## src/rtl/sram_arbiter_if.sv

```systemverilog
// Requester and SRAM bus bundle for sram_arbiter.
// slave: the arbiter's view. master: the view of the requesters and SRAM.
interface sram_arbiter_if #(
  parameter int unsigned ADDR_W = 11,
  parameter int unsigned DATA_W = 16
);
  // Requester side; slice 0 is port A, slice 1 is port B
  logic [1:0]          req;
  logic [1:0]          we;
  logic [2*ADDR_W-1:0] addr1;
  logic [2*ADDR_W-1:0] addr2;
  logic [2*DATA_W-1:0] wdata1;
  logic [2*DATA_W-1:0] wdata2;
  logic [1:0]          ack;
  logic [DATA_W-1:0]   rdata1;
  logic [DATA_W-1:0]   rdata2;
  logic                busy;

  // SRAM side
  logic                mem_cs_n;
  logic                mem_oe;
  logic                mem_rw;
  logic [ADDR_W-1:0]   mem_addr1;
  logic [ADDR_W-1:0]   mem_addr2;
  logic [DATA_W-1:0]   mem_wdata1;
  logic [DATA_W-1:0]   mem_wdata2;
  logic [DATA_W-1:0]   mem_rdata1;
  logic [DATA_W-1:0]   mem_rdata2;

  modport slave (
    input  req, we, addr1, addr2, wdata1, wdata2, mem_rdata1, mem_rdata2,
    output ack, rdata1, rdata2, busy,
    output mem_cs_n, mem_oe, mem_rw, mem_addr1, mem_addr2, mem_wdata1, mem_wdata2
  );

  modport master (
    output req, we, addr1, addr2, wdata1, wdata2, mem_rdata1, mem_rdata2,
    input  ack, rdata1, rdata2, busy,
    input  mem_cs_n, mem_oe, mem_rw, mem_addr1, mem_addr2, mem_wdata1, mem_wdata2
  );
endinterface

```

## src/rtl/sram_arbiter.sv

```systemverilog
// Two-port arbiter in front of a dual-lane asynchronous SRAM.
// One transaction at a time: a read holds the chip in read for READ_CYCLES
// cycles and captures data on the last one; a write runs setup/strobe/hold.
// Each transaction ends with a one-cycle ack to the granted port.
// Define SRAM_ARB_FIXED_PRIO_EN to make port A win every simultaneous
// request; by default simultaneous requests are served round-robin.
module sram_arbiter #(
  parameter int unsigned ADDR_W      = 11,
  parameter int unsigned DATA_W      = 16,
  parameter int unsigned READ_CYCLES = 3
) (
  input logic           clk,
  input logic           rst,
  sram_arbiter_if.slave bus
);

  localparam int unsigned CntW = $clog2(READ_CYCLES);
  localparam logic [CntW-1:0] RdLast = CntW'(READ_CYCLES - 1);
  localparam logic [CntW-1:0] StrobeLast = CntW'(1);

  typedef enum logic [2:0] {IDLE, RD, WR_SETUP, WR_STROBE, WR_HOLD, ACK} state_e;

  state_e            stateQ, stateD;
  logic [CntW-1:0]   cntQ, cntD;
  logic              lastGrantQ, lastGrantD;
  logic              grantQ, grantD;
  logic              grantSel;
  logic [ADDR_W-1:0] addr1Q, addr1D, addr2Q, addr2D;
  logic [DATA_W-1:0] wdata1Q, wdata1D, wdata2Q, wdata2D;
  logic [DATA_W-1:0] rdata1Q, rdata1D, rdata2Q, rdata2D;

  // Choose which port to serve should a request be accepted this cycle.
  always_comb begin
    grantSel = 1'b0;
    if (bus.req == 2'b11) begin
`ifdef SRAM_ARB_FIXED_PRIO_EN
      grantSel = 1'b0;
`else
      grantSel = ~lastGrantQ;
`endif
    end else begin
      grantSel = bus.req[1];
    end
  end

  // Next-state logic: arbitration in IDLE, phase timing, read capture.
  always_comb begin
    stateD     = stateQ;
    cntD       = cntQ;
    lastGrantD = lastGrantQ;
    grantD     = grantQ;
    addr1D     = addr1Q;
    addr2D     = addr2Q;
    wdata1D    = wdata1Q;
    wdata2D    = wdata2Q;
    rdata1D    = rdata1Q;
    rdata2D    = rdata2Q;
    unique case (stateQ)
      IDLE: begin
        if (|bus.req) begin
          grantD     = grantSel;
          lastGrantD = grantSel;
          cntD       = '0;
          addr1D     = grantSel ? bus.addr1[2*ADDR_W-1:ADDR_W] : bus.addr1[ADDR_W-1:0];
          addr2D     = grantSel ? bus.addr2[2*ADDR_W-1:ADDR_W] : bus.addr2[ADDR_W-1:0];
          wdata1D    = grantSel ? bus.wdata1[2*DATA_W-1:DATA_W] : bus.wdata1[DATA_W-1:0];
          wdata2D    = grantSel ? bus.wdata2[2*DATA_W-1:DATA_W] : bus.wdata2[DATA_W-1:0];
          stateD     = (grantSel ? bus.we[1] : bus.we[0]) ? WR_SETUP : RD;
        end
      end
      RD: begin
        if (cntQ == RdLast) begin
          rdata1D = bus.mem_rdata1;
          rdata2D = bus.mem_rdata2;
          stateD  = ACK;
        end else begin
          cntD = cntQ + CntW'(1);
        end
      end
      WR_SETUP: begin
        cntD   = '0;
        stateD = WR_STROBE;
      end
      WR_STROBE: begin
        if (cntQ == StrobeLast) begin
          stateD = WR_HOLD;
        end else begin
          cntD = cntQ + CntW'(1);
        end
      end
      WR_HOLD: stateD = ACK;
      ACK:     stateD = IDLE;
      default: stateD = IDLE;
    endcase
  end

  // SRAM control and ack decoded from the current state.
  always_comb begin
    bus.mem_cs_n   = 1'b1;
    bus.mem_oe     = 1'b0;
    bus.mem_rw     = 1'b0;
    bus.mem_wdata1 = '0;
    bus.mem_wdata2 = '0;
    bus.ack        = 2'b00;
    unique case (stateQ)
      RD: bus.mem_cs_n = 1'b0;
      WR_SETUP, WR_STROBE, WR_HOLD: begin
        bus.mem_cs_n   = 1'b0;
        bus.mem_oe     = 1'b1;
        bus.mem_rw     = (stateQ == WR_STROBE);
        bus.mem_wdata1 = wdata1Q;
        bus.mem_wdata2 = wdata2Q;
      end
      ACK:     bus.ack = grantQ ? 2'b10 : 2'b01;
      default: ;
    endcase
  end

  assign bus.busy      = (stateQ != IDLE);
  assign bus.mem_addr1 = addr1Q;
  assign bus.mem_addr2 = addr2Q;
  assign bus.rdata1    = rdata1Q;
  assign bus.rdata2    = rdata2Q;

  // State and datapath registers; reset drops any transaction in flight.
  always_ff @(posedge clk) begin
    if (rst) begin
      stateQ     <= IDLE;
      cntQ       <= '0;
      lastGrantQ <= 1'b1;  // port B, so port A wins the first contest
      grantQ     <= 1'b0;
      addr1Q     <= '0;
      addr2Q     <= '0;
      wdata1Q    <= '0;
      wdata2Q    <= '0;
      rdata1Q    <= '0;
      rdata2Q    <= '0;
    end else begin
      stateQ     <= stateD;
      cntQ       <= cntD;
      lastGrantQ <= lastGrantD;
      grantQ     <= grantD;
      addr1Q     <= addr1D;
      addr2Q     <= addr2D;
      wdata1Q    <= wdata1D;
      wdata2Q    <= wdata2D;
      rdata1Q    <= rdata1D;
      rdata2Q    <= rdata2D;
    end
  end

endmodule

```

## src/flat_wrapper.sv

```systemverilog
// flat-port wrapper written by rule: the top's interface ports become plain ports
module sram_arbiter_flat 
#(
  parameter int unsigned ADDR_W      = 11,
  parameter int unsigned DATA_W      = 16,
  parameter int unsigned READ_CYCLES = 3
)
  (clk, rst, bus_req, bus_we, bus_addr1, bus_addr2, bus_wdata1, bus_wdata2, bus_mem_rdata1, bus_mem_rdata2, bus_ack, bus_rdata1, bus_rdata2, bus_busy, bus_mem_cs_n, bus_mem_oe, bus_mem_rw, bus_mem_addr1, bus_mem_addr2, bus_mem_wdata1, bus_mem_wdata2);
  sram_arbiter_if #(.ADDR_W(ADDR_W), .DATA_W(DATA_W)) bus_i ();
  input logic clk;
  input logic rst;
  input wire logic [$bits(bus_i.req)-1:0] bus_req;
  input wire logic [$bits(bus_i.we)-1:0] bus_we;
  input wire logic [$bits(bus_i.addr1)-1:0] bus_addr1;
  input wire logic [$bits(bus_i.addr2)-1:0] bus_addr2;
  input wire logic [$bits(bus_i.wdata1)-1:0] bus_wdata1;
  input wire logic [$bits(bus_i.wdata2)-1:0] bus_wdata2;
  input wire logic [$bits(bus_i.mem_rdata1)-1:0] bus_mem_rdata1;
  input wire logic [$bits(bus_i.mem_rdata2)-1:0] bus_mem_rdata2;
  output wire logic [$bits(bus_i.ack)-1:0] bus_ack;
  output wire logic [$bits(bus_i.rdata1)-1:0] bus_rdata1;
  output wire logic [$bits(bus_i.rdata2)-1:0] bus_rdata2;
  output wire logic [$bits(bus_i.busy)-1:0] bus_busy;
  output wire logic [$bits(bus_i.mem_cs_n)-1:0] bus_mem_cs_n;
  output wire logic [$bits(bus_i.mem_oe)-1:0] bus_mem_oe;
  output wire logic [$bits(bus_i.mem_rw)-1:0] bus_mem_rw;
  output wire logic [$bits(bus_i.mem_addr1)-1:0] bus_mem_addr1;
  output wire logic [$bits(bus_i.mem_addr2)-1:0] bus_mem_addr2;
  output wire logic [$bits(bus_i.mem_wdata1)-1:0] bus_mem_wdata1;
  output wire logic [$bits(bus_i.mem_wdata2)-1:0] bus_mem_wdata2;
  assign bus_i.req = bus_req;
  assign bus_i.we = bus_we;
  assign bus_i.addr1 = bus_addr1;
  assign bus_i.addr2 = bus_addr2;
  assign bus_i.wdata1 = bus_wdata1;
  assign bus_i.wdata2 = bus_wdata2;
  assign bus_i.mem_rdata1 = bus_mem_rdata1;
  assign bus_i.mem_rdata2 = bus_mem_rdata2;
  assign bus_ack = bus_i.ack;
  assign bus_rdata1 = bus_i.rdata1;
  assign bus_rdata2 = bus_i.rdata2;
  assign bus_busy = bus_i.busy;
  assign bus_mem_cs_n = bus_i.mem_cs_n;
  assign bus_mem_oe = bus_i.mem_oe;
  assign bus_mem_rw = bus_i.mem_rw;
  assign bus_mem_addr1 = bus_i.mem_addr1;
  assign bus_mem_addr2 = bus_i.mem_addr2;
  assign bus_mem_wdata1 = bus_i.mem_wdata1;
  assign bus_mem_wdata2 = bus_i.mem_wdata2;
  sram_arbiter #(.ADDR_W(ADDR_W), .DATA_W(DATA_W), .READ_CYCLES(READ_CYCLES)) u_core (.clk(clk), .rst(rst), .bus(bus_i));
endmodule
```

## config.mk

```make
export PLATFORM = sky130hd
export DESIGN_NAME = sram_arbiter_flat
export DESIGN_NICKNAME = d
export VERILOG_FILES = /design/src/rtl/sram_arbiter_if.sv /design/src/rtl/sram_arbiter.sv /design/src/flat_wrapper.sv
export SDC_FILE = /design/constraint.sdc
export NUM_CORES = 1
export LEC_CHECK = 0
export ABC_AREA = 1
export BUFFER_PORTS_ARGS = -buffer_cell sky130_fd_sc_hd__buf_2
export CAP_MARGIN = 20
export CORE_MARGIN = 3
export CORE_UTILIZATION = 46
export CTS_CLUSTER_DIAMETER = 60
export DETAILED_ROUTE_END_ITERATION = 16
export GPL_TIMING_DRIVEN = 0
export PLACE_DENSITY = 0.85
export SLEW_MARGIN = 20
export SYNTH_ARGS = -nofsm -noshare
export SYNTH_HDL_FRONTEND = slang
export SYNTH_SLANG_ARGS = --single-unit
```

## constraint.sdc

```tcl
create_clock -name clk -period 4.09 [get_ports clk]
set_clock_uncertainty 0.05 [all_clocks]
set_input_delay 0.818 -clock clk [delete_from_list [all_inputs] [get_ports clk]]
set_output_delay 0.818 -clock clk [all_outputs]
set_load 0.1 [all_outputs]
```

==> Flow_metrics.wiki <==
{| class="wikitable"
! Metric !! Value
|-
| GRT Util Overall || 0.235
|-
| Final hold viol count || 0
|-
| Type of destination of the critical path || output pin
|-
| Area grow syn2layout || 36.1%
|-
| Number of enable-type register cells in the synthesized netlist || 0
|-
| Top flip-flop cell by instance count after synthesis || sky130_fd_sc_hd__dfxtp_1
|-
| Iter 0 DRT Violations || 94
|-
| Rows || 34
|-
| Post CTS Setup Buffer Count || 0
|-
| Largest area contributor in the netlist || sky130_fd_sc_hd__dfxtp_1
|-
| Global placer's final weighted congestion || about 0.88
|-
| CP required || ~3.2 ns
|-
| Count of vias placed by the detailed router || approximately 4800
|-
| Most common library cells after synthesis || 106 x sky130_fd_sc_hd__a21oi_1, 106 x sky130_fd_sc_hd__nand2_1, 93 x sky130_fd_sc_hd__dfxtp_1
|-
| Residual DRC count || 0
|-
| Time the final worst path needs with I/O delays and setup || slightly above 3 ns
|-
| Instance count of the mapped netlist || ~590
|-
| Remaining antenna violation count || 0
|-
| Critical path's slowest cell || sky130_fd_sc_hd__dfxtp_1
|-
| Chip width || between 100 and 150 um
|-
| Maximum count of clock buffers along a single path || 2
|-
| Actual transition at the worst max-transition pin || 0.526 ns
|-
| Number of diodes added for antenna fixing || 0
|-
| Number of input and output port buffers inserted || 236
|-
| Maximum clock rate || roughly 330 MHz
|-
| Share of the cycle needed by the critical path after routing || 0.737
|-
| Syn. warnings || 0
|-
| Switch Pwr || roughly 2.8 mW
|-
| Classification of the worst setup path || register to output pin
|-
| Leakage Power || 2.73 nW
|-
| Placed wire-length estimate after detailed placement || 9.88 mm
|-
| Clock Sinks || 93
|-
| CTS tree || done
|-
| Total congestion overflow || 0
|-
| Min-Delay Path Class || register to register
|-
| Total detailed-routing wirelength || around 13 mm
|-
| Flop and latch count out of synthesis || a little over 90
|-
| Master cell of the clock root buffer || sky130_fd_sc_hd__clkbuf_8
|-
| Deepest level of the CTS H-tree || 3
|-
| Post-Syn Area || about 4300 um^2
|-
| Post-CTS Hold Buffers || 0
|-
| Part of the Yosys area used for sequential elements || 0.438
|-
| Count of final max-slew check failures || 0
|-
| Dpl ws || 1.43 ns
|-
| Share of layout cells above drive strength 1 || 0.378
|-
| Status || finished clean
|-
| Worst path most repeated cell || sky130_fd_sc_hd__nor2_1
|-
| Boundary Pins || approximately 240
|-
| Number of nets in the finished design || just under 1000
|-
| Data arrival, critical path || ~2.2 ns
|-
| Maximum fanout along the worst path || 10
|-
| Die Outline Area || 10400 um^2
|-
| CP Launch Type || register
|-
| Critical Path Max Stage Delay || 0.47 ns
|-
| Setup Total Neg Slack || 0 ns
|-
| Share of power burned in the clock network || 0.135
|-
| CP Cell Sequence || nor2_1, nor2_2, inv_1, clkbuf_1, nor2_1, buf_2
|-
| Vias per std cell || 5.08
|-
| Synthesized netlist net count || approximately 730
|-
| Maximum vdd ir drop || roughly 0.00033 V
|-
| Top Family by Delay on Critical Path || buffers and inverters
|-
| Sequential share of power || 0.264
|-
| Initial Utilization || 0.481
|-
| Count of buffer and inverter cells on the critical path || 3
|-
| First-pass GRT wire length || just under 20 mm
|-
| Register-to-register path setup slack || 2.41 ns
|-
| Fraction of post-synthesis cell area in the top cell type by area || 0.438
|-
| Fill cell instance count of the final layout || just over 800
|-
| Smallest setup slack after layout || about 1.1 ns
|-
| Number of global-route vias before repair || about 4300
|-
| Max Cap Viol || 0
|-
| Std-Cell Core Area || between 8000 and 9000 um^2
|-
| Clock latency on the worst-skew pair || 0.35 ns
|-
| Clock-pin slew on the worst setup and hold paths || around 0.090 ns
|-
| Fraction of power consumed by combinational cells || 0.601
|-
| Initial antenna violation count || 0
|-
| Number of buffers inserted during clock tree synthesis || 9
|-
| Largest net degree at the start of global routing || 17
|-
| Final setup violation count || 0
|-
| Switch share || 0.575
|-
| Cells taking the most area after synthesis || sky130_fd_sc_hd__dfxtp_1 44%, sky130_fd_sc_hd__a21oi_1 12%, sky130_fd_sc_hd__nand2_1 9.4%
|-
| Syn Area/Cell || just over 7 um^2
|-
| Internal power || 2.08 mW
|-
| Share of flip-flops with an asynchronous set or reset after synthesis || 0
|-
| Average wire per cell in the routed design || approximately 14 um
|-
| Total of cells resized after clock tree synthesis || 0
|-
| First-pass iteration count of the detailed router || 4
|-
| Distinct cell type count of the synthesized netlist || 20
|-
| Worst-case headroom to the max-slew limit || 0.652
|-
| RSZ-0062 raised after global routing || false
|-
| Power Dens Cells || approximately 850 nW/um^2
|-
| DIE HEIGHT || around 100 um
|}
metal layers:
layer | vias up | global-route usage | routed length [um] | share of wire
li1 | 2420 | - | - | -
met1 | 2166 | 0.284 | 5230 | 0.40
met2 | 193 | 0.401 | 6360 | 0.49
met3 | 18 | 0.0689 | 1190 | 0.092
met4 | 0 | 0.0807 | 221 | 0.017
met5 | - | 0 | 0 | 0
sequential cells by signal, indices dropped and copies added (netlist names):
| register | cells |
|---|---|
| u_core.bus.rdata1 | 16 |
| u_core.bus.rdata2 | 16 |
| u_core.wdata1Q | 16 |
| u_core.wdata2Q | 16 |
| u_core.bus.mem_addr1 | 11 |
| u_core.bus.mem_addr2 | 11 |
| u_core.stateQ | 3 |
| u_core.cntQ | 2 |
| u_core.grantQ | 1 |
| u_core.lastGrantQ | 1 |
final cells by class:
cell class              instances  area (um^2)  area share
repair buffers                236         1180       0.204
inverters                      50          188      0.0324
multi-input cells             397         1980       0.343
clock inverters                 5         65.1      0.0112
flip-flops and latches         93         1860       0.322
clock buffers                  11          151      0.0262
plain buffers                  45          224      0.0387
well taps                     108          135      0.0233
kinds of logic (layout without fill, tap and decap cells):
kind of cell | after synthesis | after routing | synth area share
AND/OR/NAND/NOR | 192 | 192 | 0.184
buffers and inverters | 95 | 347 | 0.0968
flip-flops | 93 | 93 | 0.438
AO/OA/AOI/OAI | 203 | 203 | 0.276
adder cells (fa/ha/maj) | 2 | 2 | 0.00588
power by group through the flow:
stage	clock, mW	combinational, mW	sequential [mW]
2_1_floorplan	0	1.72	1.99
3_3_place_gp	0	2.93	1.30
3_5_place_dp	0	2.94	1.31
4_1_cts	0.670	2.95	1.29
5_1_grt	0.712	3.13	1.32
6_report	0.659	2.94	1.29
cells in the final DEF (no fill, tap or decap):
cell and n:
sky130_fd_sc_hd__nand2_1 106, sky130_fd_sc_hd__bufinv_16 1, sky130_fd_sc_hd__buf_2 250, sky130_fd_sc_hd__buf_1 1, sky130_fd_sc_hd__inv_1 47, sky130_fd_sc_hd__a21oi_2 38
sky130_fd_sc_hd__nor2_2 1, sky130_fd_sc_hd__clkbuf_1 25, sky130_fd_sc_hd__nor2_1 42, sky130_fd_sc_hd__inv_6 3, sky130_fd_sc_hd__ha_1 2, sky130_fd_sc_hd__nand2_2 1
sky130_fd_sc_hd__dfxtp_1 93, sky130_fd_sc_hd__o211ai_1 1, sky130_fd_sc_hd__o21ai_0 56, sky130_fd_sc_hd__clkinv_4 1, sky130_fd_sc_hd__nand3_1 40, sky130_fd_sc_hd__inv_2 3
sky130_fd_sc_hd__a31oi_1 1, sky130_fd_sc_hd__a21oi_1 106, sky130_fd_sc_hd__a21oi_4 1, sky130_fd_sc_hd__nor3_1 1, sky130_fd_sc_hd__buf_6 5, sky130_fd_sc_hd__nor2_4 1
sky130_fd_sc_hd__clkbuf_8 11
path summary, 6_finish.rpt:
kind                                             end            startpoint  cells past startpoint
worst max-delay path               bus_mem_wdata1[3]      u_core.stateQ[1]                      6
worst min-delay path            u_core.bus.rdata2[8]  u_core.bus.rdata2[8]                      2
worst max register to register      u_core.stateQ[0]        u_core.cntQ[0]                      7
worst min register to register  u_core.bus.rdata2[8]  u_core.bus.rdata2[8]                      2
worst min-delay path, cell delays in order, from the launching register on:
cell and delay [ns]:
sky130_fd_sc_hd__dfxtp_1 0.31, sky130_fd_sc_hd__nand2_1 0.06, sky130_fd_sc_hd__a21oi_1 0.05
per-stage QoR:
stage                     total power, mW  hold WS (ns)  area (um^2)  std cells   util
after floorplan                      3.71         0.379         4260        585      -
after global placement               4.23         0.390         5570        929  0.630
after detailed placement             4.26         0.397         5570        929  0.630
after CTS                            4.91         0.414         5790        945  0.654
after global routing                 5.17         0.434         5790        945  0.654
final                                4.90         0.412         5790        945  0.654
Power figures use the tool's default switching activity.
